File: config.mk
export PLATFORM = sky130hd
export DESIGN_NAME = bcd_reaction_counter
export DESIGN_NICKNAME = d
export VERILOG_FILES = /design/src/rtl/bcd_reaction_counter.sv
export SDC_FILE = /design/constraint.sdc
export NUM_CORES = 1
export LEC_CHECK = 0
export CORE_MARGIN = 2
export CORE_UTILIZATION = 45
export DETAILED_ROUTE_END_ITERATION = 10
export PLACE_DENSITY_LB_ADDON = 0.15
export SYNTH_ARGS = -nofsm -noshare
export SYNTH_HDL_FRONTEND = slang
export SYNTH_SLANG_ARGS = --single-unit
File: constraint.sdc
create_clock -name clk -period 3 [get_ports clk]
set_input_delay 0.6 -clock clk [delete_from_list [all_inputs] [get_ports clk]]
set_output_delay 0.6 -clock clk [all_outputs]
set_load 0.005 [all_outputs]
File: src/rtl/bcd_reaction_counter.sv
// Reaction-timer elapsed counter: packed BCD millisecond count with
// start/stop/clear control, hold-after-stop and all-nines saturation.
module bcd_reaction_counter #(
  parameter int N_DIGITS = 4,
  parameter int CLK_HZ   = 50_000_000,
  parameter int TICK_HZ  = 1000
) (
  input  logic                  clk,
  input  logic                  rst,
  input  logic                  start,
  input  logic                  stop,
  input  logic                  clear,
  output logic [N_DIGITS*4-1:0] bcd_out,
  output logic                  running,
  output logic                  done,
  output logic                  overflow
);

  localparam int TICK_DIV = CLK_HZ / TICK_HZ;
  localparam int PW = (TICK_DIV > 1) ? $clog2(TICK_DIV) : 1;
  localparam logic [PW-1:0] PRE_MAX = PW'(TICK_DIV - 1);

  typedef enum logic [1:0] {
    IDLE = 2'd0,
    RUN  = 2'd1,
    HOLD = 2'd2
  } state_t;

  state_t                  state_q, state_d;
  logic [PW-1:0]           pre_q, pre_d;
  logic [N_DIGITS*4-1:0]   cnt_q, cnt_d, cnt_inc;
  logic                    ovf_q, ovf_d;
  logic                    tick;
  logic                    all_nines;
  logic                    carry;

  // Ripple BCD increment; a digit only advances when all lower digits are 9.
  always_comb begin
    cnt_inc   = cnt_q;
    carry     = 1'b1;
    all_nines = 1'b1;
    for (int i = 0; i < N_DIGITS; i++) begin
      if (cnt_q[i*4 +: 4] != 4'd9) all_nines = 1'b0;
      if (carry) begin
        if (cnt_q[i*4 +: 4] == 4'd9) begin
          cnt_inc[i*4 +: 4] = 4'd0;
        end else begin
          cnt_inc[i*4 +: 4] = cnt_q[i*4 +: 4] + 4'd1;
          carry = 1'b0;
        end
      end
    end
  end

  assign tick = (pre_q == PRE_MAX);

  always_comb begin
    state_d = state_q;
    pre_d   = pre_q;
    cnt_d   = cnt_q;
    ovf_d   = ovf_q;
    if (clear) begin
      state_d = IDLE;
      pre_d   = '0;
      cnt_d   = '0;
      ovf_d   = 1'b0;
    end else begin
      unique case (state_q)
        IDLE: begin
          cnt_d = '0;
          if (start) begin
            state_d = RUN;
            pre_d   = '0;
          end
        end
        RUN: begin
          if (stop) begin
            state_d = HOLD;
          end else if (tick) begin
            pre_d = '0;
            if (all_nines) begin
              ovf_d   = 1'b1;
              state_d = HOLD;
            end else begin
              cnt_d = cnt_inc;
            end
          end else begin
            pre_d = pre_q + 1'b1;
          end
        end
        HOLD: ;
        default: state_d = IDLE;
      endcase
    end
  end

  always_ff @(posedge clk or posedge rst) begin
    if (rst) begin
      state_q <= IDLE;
      pre_q   <= '0;
      cnt_q   <= '0;
      ovf_q   <= 1'b0;
    end else begin
      state_q <= state_d;
      pre_q   <= pre_d;
      cnt_q   <= cnt_d;
      ovf_q   <= ovf_d;
    end
  end

  assign bcd_out  = cnt_q;
  assign running  = (state_q == RUN);
  assign done     = (state_q == HOLD);
  assign overflow = ovf_q;

endmodule

**After elaboration in Yosys (flattened, before gate mapping)**

Cells that the tools add are included.

- Bits in registers: 35
- Output and inout bits: 19
- Word-level logic and storage cells: 83
- Input port bits: 5

- Mux-type cells: 37
- Reduce and logical (&&, ||, !) cells: 12
- Add/sub/neg operators: 5
- Equality and inequality tests: 22

Operators by type and width:

| cell | count |
|---|---|
| 2-to-1 mux 16 bit | 8 |
| one-hot mux 16 bit (2 select lines) | 2 |
| 2-to-1 mux 4 bit | 7 |
| adder 16 x 1 -> 16 bit (second input constant) | 1 |
| adder 4 x 1 -> 4 bit (second input constant) | 4 |
| equality test 16 bit (second input constant) | 1 |
| equality test 4 bit (second input constant) | 4 |
| inequality test 4 bit (second input constant) | 4 |
| AND reduction 5 bit | 3 |
| 2-to-1 mux 1 bit | 14 |
| inequality test 3 x 2 -> 1 bit (second input constant) | 4 |
| AND reduction 4 bit | 3 |
| 2-to-1 mux 2 bit | 5 |
| inequality test 3 bit (second input constant) | 3 |
| inequality test 4 x 3 -> 1 bit (second input constant) | 2 |
| one-hot mux 2 bit (3 select lines) | 1 |
| nonzero test 2 bit | 3 |
| AND reduction 3 bit | 1 |
| nonzero test 3 bit | 1 |
| equality test 2 x 1 -> 1 bit (second input constant) | 1 |
| equality test 2 bit (second input constant) | 1 |
| zero test 2 bit | 1 |
| inequality test 2 x 1 -> 1 bit (second input constant) | 1 |
| inequality test 2 bit (second input constant) | 1 |

**Depth between registers and ports, before layout**

Gate-level depths: netlist of run 1.

- Depth after elaboration: 10
- Mapped depth: 8
- Gate-level depth less buffers: 7

**Least setup slack after synthesis of run 1**

No wires, ideal clock.

- Kind: reg-to-reg
- Start: register cnt_q[1], in the netlist bcd_out[1]
- End: register cnt_q[13], in the netlist bcd_out[13]
- Data required time: 2.875 ns
- Stages on the path, launching flop included: 8
- Setup time: 0.125 ns
- Path slack: 0.820 ns
- Data arrival time: 2.055 ns
- Path buffers: 0
- Period minus slack after synthesis: 2.180 ns
- Cells stage by stage: dfrtp_1 inv_1 ha_1 nand3b_1 or4_1 and3_4 a31oi_4 mux2_4

- Cells in the longest elaborated chain, start to end: 7
- Elaborated cells on any way between the ends: 12
- Classes of those cells: 4 x eq/ne; 7 x mux; 1 x reduce/logical

Ends and longest elaborated chain:

| element | line | text |
|---|---|---|
| start, declared | 31 | `logic [N_DIGITS*4-1:0] cnt_q, cnt_d, cnt_inc;` |
| start signal, assigned | 106 | `cnt_q <= cnt_d;` |
| inequality test 4 bit | 43 | `if (cnt_q[i*4 +: 4] != 4'd9) all_nines = 1'b0;` |
| 2-to-1 mux 1 bit (4 in a row) | 43 |  |
| inequality test 3 bit (no source line) | -- |  |
| AND reduction 5 bit (no source line) (*) | -- |  |

Mark *: on every way between the ends. The rest lies on a longest branch, timed or not.
A chain may end at the register's enable or synchronous reset.

**Final worst setup path of run 1**

- Start: register cnt_q[1], in the netlist bcd_out[1]
- End: register cnt_q[12], in the netlist bcd_out[12]

The elaborated chain is that of the path after synthesis.

==> flow_metrics.py, run 1 <==
metrics = {
    "die": {
        "fp.dieW_um": 73.4,
        "start_util_pct": 46.2,
        "row_count": 25,
        "dieHeight_um": 73.4,
        "dieArea_um2": 5390,
        "placeableCoreArea_um2": 4690,
        "ios": 24,
    },
    "cells_and_area": {
        "finalInstanceArea_um2": 2560,
        "area_growth_syn_to_layout_pct": 18.1,
        "final_core_util_pct": 54.6,
        "drive_gt1_share_pct": 10.7,
        "nFillCells": 442,
        "final_cell_count_no_fill": 307,
        "antenna_cells": 0,
        "final_nets": 266,
    },
    "worst_hold_path": {
        "hp-class": "flip-flop to flip-flop",
    },
    "logic_synthesis": {
        "netlist_area_um2": 2170,
        "synth_edf_count": 0,
        "ys_types": 50,
        "syn_nets": 240,
        "synthCells": 226,
        "ys_warn_count": 0,
        "synth_ff_type": "dfrtp_1",
        "synthArstFlopShare_pct": 100,
        "ys_seq_elements": 35,
        "seq_area_frac_synth_pct": 40.4,
        "avgSynthCellArea_um2": 9.59,
    },
    "setup_path": {
        "crit_type": "flip-flop to flip-flop",
        "reg2reg_to": "bcd_out[12]$_DFFE_PP0P_",
        "cp-startpoint": "bcd_out[1]$_DFFE_PP0P_",
        "cp-end-kind": "flip-flop",
        "reg2reg_depth": 7,
        "timing.rr.start": "bcd_out[1]$_DFFE_PP0P_",
        "path_cells": "inv_1 > ha_1 > nand3b_1 > or4_1 > and3_4 > a31oi_4 > mux2_4",
        "reg2reg_slack_ns": 0.64,
        "critPathCapture": "bcd_out[12]$_DFFE_PP0P_",
        "cp_data_required_time_ns": 3.18,
        "crit_fanout": 6,
        "crit_arrival_ns": 2.53,
        "critPathMaxStageDelay_ns": 0.64,
        "cp-start-kind": "flip-flop",
        "slowest_stage": "or4_1",
    },
    "timing": {
        "rsz0062_at_grt": "no",
        "fin_setup_tns_ns": 0,
        "max_freq_mhz": 424,
        "fin_hold_ws_ns": 0.526,
        "tightestPinTransition_ns": 0.710,
        "drv_slew": 0,
        "fin_ws_ns": 0.644,
        "fin_crit_sh_pct": 78.5,
        "setup_viol": 0,
        "finalHoldViolations": 0,
        "fin_skew_ns": 0.00472,
        "maxSlewHeadroom_pct": 52.4,
        "fin_crit_ns": 2.36,
    },
    "drt": {
        "routed_wl_mm": 4.78,
        "route.detailed.drc": 0,
        "vias": 1818,
        "via_per_inst": 5.92,
        "drtIter0Drc": 122,
        "firstDrtPassIters": 4,
        "ant_nets": 0,
        "post_drt_wl_per_cell_um": 15.6,
    },
    "placed_design": {
        "place_hpwl_mm": 3.34,
        "pre_cts_slack_ns": 0.434,
        "dp_cells": 299,
        "place_area_um2": 2460,
        "io_buffers": 23,
        "gp_congestion": 0.777,
    },
    "clock_tree": {
        "worstSkewPairLatency_ns": 0.29,
        "cts.path.max_buffers": 2,
        "post_cts_buffers": 0,
        "htreeDepth": 2,
        "cts_root_buffer": "clkbuf_8",
        "cts_resized": 0,
        "cts_hold_buf": 0,
        "cts_tree": "yes",
        "clk_pin_slew_ns": 0.07,
        "clock_sinks": 35,
        "cts_made_buffers": 5,
    },
    "power_and_ir_drop": {
        "power_uw": 977,
        "ir_worst_vdd_mv": 0.215,
        "power.density_nw_per_um2": 382,
        "p_leak_nw": 1.08,
    },
    "global_route": {
        "antenna_found_initial": 0,
        "grt_pass1_wl_mm": 7.85,
        "grt_pass1_vias": 1613,
        "overflow": 0,
        "grt_max_degree": 36,
        "grt_usage_pct": 19.0,
    },
    "run": {
        "drv_cap": 0,
    },
    "run_status": {
        "status": "complete, no violations",
    },
}
report_power, final:
group | internal [mW] | switching (mW)
sequential | 0.479 | 0.0118
combinational | 0.0449 | 0.0650
clock | 0.209 | 0.167
cells in the final DEF, fill, tap and decap left out, drive strengths merged, types with 2 or more instances in the layout:
cell type	instances
a21oi	7
a31oi	5
and2	3
and3	6
and4	2
buf	6
clkbuf	8
clkdlybuf4s50	23
dfrtp	35
ha	9
inv	10
mux2	4
nand2	13
nand2b	4
nand3	11
nand3b	5
nand4	2
nand4b	6
nor2	26
nor3b	3
nor4	4
o2111ai	7
o211ai	3
o21a	2
o21ai	13
o22ai	3
o2bb2ai	2
o31ai	7
or3	2
or4	2
or4b	3
xor2	10
cells in the mapped netlist, types with 2 or more instances:
cell / number / area (um2)
dfrtp_1: 35 / 876
nor4_4: 2 / 42.5
clkbuf_1: 7 / 26.3
nand3b_1: 5 / 37.5
or4b_4: 2 / 27.5
mux2_1: 2 / 22.5
o211ai_1: 3 / 22.5
nand2b_1: 4 / 25.0
nor2_1: 25 / 93.8
mux2_4: 2 / 30.0
or4_1: 2 / 15.0
nand4b_1: 6 / 52.6
nand4_1: 2 / 12.5
nand2_1: 13 / 48.8
nand3_1: 11 / 55.1
a21oi_1: 6 / 30.0
o21a_1: 2 / 15.0
inv_1: 10 / 37.5
and3_1: 5 / 31.3
or3_1: 2 / 12.5
ha_1: 9 / 113
o31ai_1: 7 / 52.6
nor3b_1: 3 / 22.5
a31oi_1: 4 / 25.0
nor4_1: 2 / 12.5
xor2_1: 10 / 87.6
o22ai_1: 3 / 18.8
o21ai_0: 12 / 60.1
and2_1: 2 / 12.5
o2bb2ai_1: 2 / 17.5
o2111ai_1: 7 / 61.3
worst min path at each step:
| stage | startpoint | end | slack (ns) | depth (start not counted) |
|---|---|---|---|---|
| 2_1_floorplan | pre_q[6]$_DFFE_PP0P_ | pre_q[6]$_DFFE_PP0P_ | 0.45 | 1 |
| 4_1_cts | pre_q[6]$_DFFE_PP0P_ | pre_q[6]$_DFFE_PP0P_ | 0.52 | 1 |
| 5_1_grt | pre_q[6]$_DFFE_PP0P_ | pre_q[6]$_DFFE_PP0P_ | 0.55 | 1 |
| 3_5_place_dp | pre_q[6]$_DFFE_PP0P_ | pre_q[6]$_DFFE_PP0P_ | 0.50 | 1 |
| 6_report | pre_q[1]$_DFFE_PP0P_ | pre_q[1]$_DFFE_PP0P_ | 0.53 | 2 |
| 3_3_place_gp | pre_q[1]$_DFFE_PP0P_ | pre_q[1]$_DFFE_PP0P_ | 0.49 | 2 |
worst max-delay path, delay by kind of cell, from the launching register on:
| family | cells | cell delay, ns |
|---|---|---|
| adders and majority gates | 1 | 0.13 |
| buffers and inverters | 1 | 0.08 |
| muxes | 1 | 0.32 |
| and+or+nand+nor | 3 | 1.07 |
| AOI/OAI and AO/OA | 1 | 0.21 |
| DFF | 1 | 0.42 |
sequential cells by signal (all words and copies together), names as in the netlist:
| signal | cells |
|---|---|
| bcd_out | 16 |
| overflow | 1 |
| pre_q | 16 |
| state_q | 2 |
logic make-up after synthesis:
logic type               Yosys count  synth area share (%)
adder cells (fa/ha/maj)            9                  5.19
multiplexers                       4                  2.42
flip-flops                        35                  40.4
buffers and inverters             20                  4.04
AND/OR/NAND/NOR                   94                  26.1
XOR/XNOR                          10                  4.04
AO/OA/AOI/OAI                     54                  17.8
metal layers:
| metal | GRT usage, % | part of all wire (%) | vias up |
|---|---|---|---|
| met5 | 0 | 0 | - |
| met4 | 7.27 | 1.7 | 0 |
| met3 | 3.70 | 2.3 | 8 |
| met2 | 27.3 | 42 | 21 |
| met1 | 28.0 | 54 | 897 |
| li1 | - | - | 892 |
cell type report:
class / count / area (um2) / area share [%]
Multi-Input combinational cell: 171 / 1200 / 47.0
Sequential cell: 35 / 876 / 34.2
Timing Repair Buffer: 29 / 275 / 10.7
Clock buffer: 8 / 100 / 3.91
Tap cell: 54 / 67.6 / 2.64
Inverter: 10 / 37.5 / 1.47
Note: power is estimated with default switching activity, not from simulation.
==> inputs of run 2 (changes only) <==
Clock period 3 ns to 2 ns, I/O delays scaled along.
==> run 2 against run 1 <==
Effect of this change: the run now ends with setup timing left; hold slack got worse by 0.029 ns; critical path type unchanged; non-clock buffer count increased by 62; first-iteration DRC count increased by 9.0%; clock skew increased by 0.0025 ns; die area unchanged; clock power increased by 53%; sequential cell count unchanged; combinational power increased by 130%; register-to-register slack got worse by 0.74 ns.
==> flow_metrics.py, run 2 (same netlist as run 1, synthesis figures left out) <==
metrics = {
    "setup_path": {
        "crit_type": "flip-flop to flip-flop",
        "cp-end-kind": "flip-flop",
        "slowest_stage": "or4_4",
        "critPathMaxStageDelay_ns": 0.55,
        "crit_arrival_ns": 2.28,
        "crit_fanout": 4,
        "cp-start-kind": "flip-flop",
        "path_cells": "inv_1 > ha_1 > nand3b_1 > or4_4 > and3_4 > a31oi_4 > mux2_4",
        "cp_data_required_time_ns": 2.18,
    },
    "die": {
        "start_util_pct": 46.2,
        "placeableCoreArea_um2": 4690,
        "dieArea_um2": 5390,
        "fp.dieW_um": 73.4,
        "dieHeight_um": 73.4,
        "row_count": 25,
        "ios": 24,
    },
    "timing": {
        "fin_skew_ns": 0.00724,
        "fin_hold_ws_ns": 0.497,
        "fin_ws_ns": -0.0988,
        "rsz0062_at_grt": "yes",
        "setup_viol": 21,
        "drv_slew": 0,
        "tightestPinTransition_ns": 0.579,
        "finalHoldViolations": 0,
        "max_freq_mhz": 476,
        "maxSlewHeadroom_pct": 61.4,
        "fin_crit_sh_pct": 105,
        "fin_crit_ns": 2.10,
    },
    "global_route": {
        "overflow": 0,
        "grt_pass1_vias": 1949,
        "grt_max_degree": 36,
        "antenna_found_initial": 0,
        "grt_usage_pct": 21.4,
        "grt_pass1_wl_mm": 8.91,
    },
    "cells_and_area": {
        "nFillCells": 367,
        "final_cell_count_no_fill": 369,
        "final_core_util_pct": 68.5,
        "final_nets": 328,
        "area_growth_syn_to_layout_pct": 48.2,
        "drive_gt1_share_pct": 37.1,
        "antenna_cells": 0,
        "final_common_cell": "buf_4",
        "layout_common_cells": "buf_4 (64), dfrtp_1 (33), clkdlybuf4s50_1 (23)",
    },
    "clock_tree": {
        "clock_sinks": 35,
        "cts_made_buffers": 5,
        "clk_pin_slew_ns": 0.07,
        "cts_tree": "yes",
        "cts_root_buffer": "clkbuf_8",
        "htreeDepth": 2,
        "worstSkewPairLatency_ns": 0.29,
        "cts_hold_buf": 0,
        "cts.path.max_buffers": 2,
    },
    "placed_design": {
        "gp_congestion": 0.794,
        "dp_cells": 350,
        "place_hpwl_mm": 4.00,
        "io_buffers": 23,
    },
    "power_and_ir_drop": {
        "p_leak_nw": 1.44,
        "power.density_nw_per_um2": 485,
        "ir_worst_vdd_mv": 0.353,
    },
    "drt": {
        "routed_wl_mm": 5.73,
        "post_drt_wl_per_cell_um": 15.5,
        "vias": 2074,
        "route.detailed.drc": 0,
        "drtIter0Drc": 133,
        "firstDrtPassIters": 4,
        "via_per_inst": 5.62,
        "ant_nets": 0,
    },
    "worst_hold_path": {
        "hp-class": "flip-flop to flip-flop",
    },
    "run_status": {
        "violations": "setup timing",
        "status": "finished, violations left",
    },
    "run": {
        "drv_cap": 0,
    },
}
run 2: through the flow:
step | TNS (ns) | instance area (um2) | worst slack [ns] | total power [mW]
CTS | -0.476 | 3020 | -0.101 | 1.54
floorplan | -0.440 | 2170 | -0.143 | 0.850
global placement | -2.52 | 2850 | -0.222 | 0.949
detailed placement | -2.54 | 2850 | -0.255 | 0.951
finish | -1.20 | 3210 | -0.0988 | 1.56
global route | -2.62 | 3210 | -0.186 | 1.63
run 2: area by class of cell:
type,count,area (um2),share of cell area [%]
Multi-Input combinational cell,171,1370,42.6
Sequential cell,35,878,27.3
Timing Repair Buffer,91,759,23.6
Clock buffer,8,100,3.12
Inverter,10,37.5,1.17
Tap cell,54,67.6,2.10
run 2: path summary, 6_finish.rpt:
kind | startpoint | endpoint | slack, ns | cells past startpoint
setup reg to reg | bcd_out[9]$_DFFE_PP0P_ | bcd_out[12]$_DFFE_PP0P_ | -0.1 | 7
max in group asynchronous | rst | state_q[0]$_DFFE_PP0P_ | 1.13 | 3
setup / recovery | bcd_out[9]$_DFFE_PP0P_ | bcd_out[12]$_DFFE_PP0P_ | -0.1 | 7
hold reg to reg | overflow$_DFFE_PP0P_ | overflow$_DFFE_PP0P_ | 0.50 | 2
min in group asynchronous | rst | bcd_out[3]$_DFFE_PP0P_ | 0.51 | 3
hold / removal | overflow$_DFFE_PP0P_ | overflow$_DFFE_PP0P_ | 0.50 | 2
run 2: power breakdown:
| part | total, mW | leakage (nW) | internal, mW | switching (mW) |
|---|---|---|---|---|
| combinational | 0.251 | 0.907 | 0.116 | 0.136 |
| clock | 0.576 | 0.0515 | 0.314 | 0.262 |
| sequential | 0.729 | 0.483 | 0.719 | 0.0109 |
| total | 1.56 | 1.44 | 1.15 | 0.409 |
run 2: layer usage:
metal	track usage, %	wire [um]	part of all wire, %	vias up
met1	30.9	2780	49	1009
met2	31.8	2650	46	42
met3	4.66	230	4.0	7
li1	-	-	-	1016
met5	0	0	0	-
met4	7.07	63	1.1	0
run 2: repair_timing:
item,CTS,global route
buffers inserted,5,6
setup endpoints to repair,26,33
pin swaps,9,19
gates resized for setup,10,39
run 2: worst max-delay path, delay by kind of cell, from the launching register on:
family | cells | cell delay [ns]
and+or+nand+nor | 3 | 0.87
buffers and inverters | 1 | 0.06
AOI/OAI and AO/OA | 1 | 0.21
adders and majority gates | 1 | 0.14
DFF | 1 | 0.39
muxes | 1 | 0.32
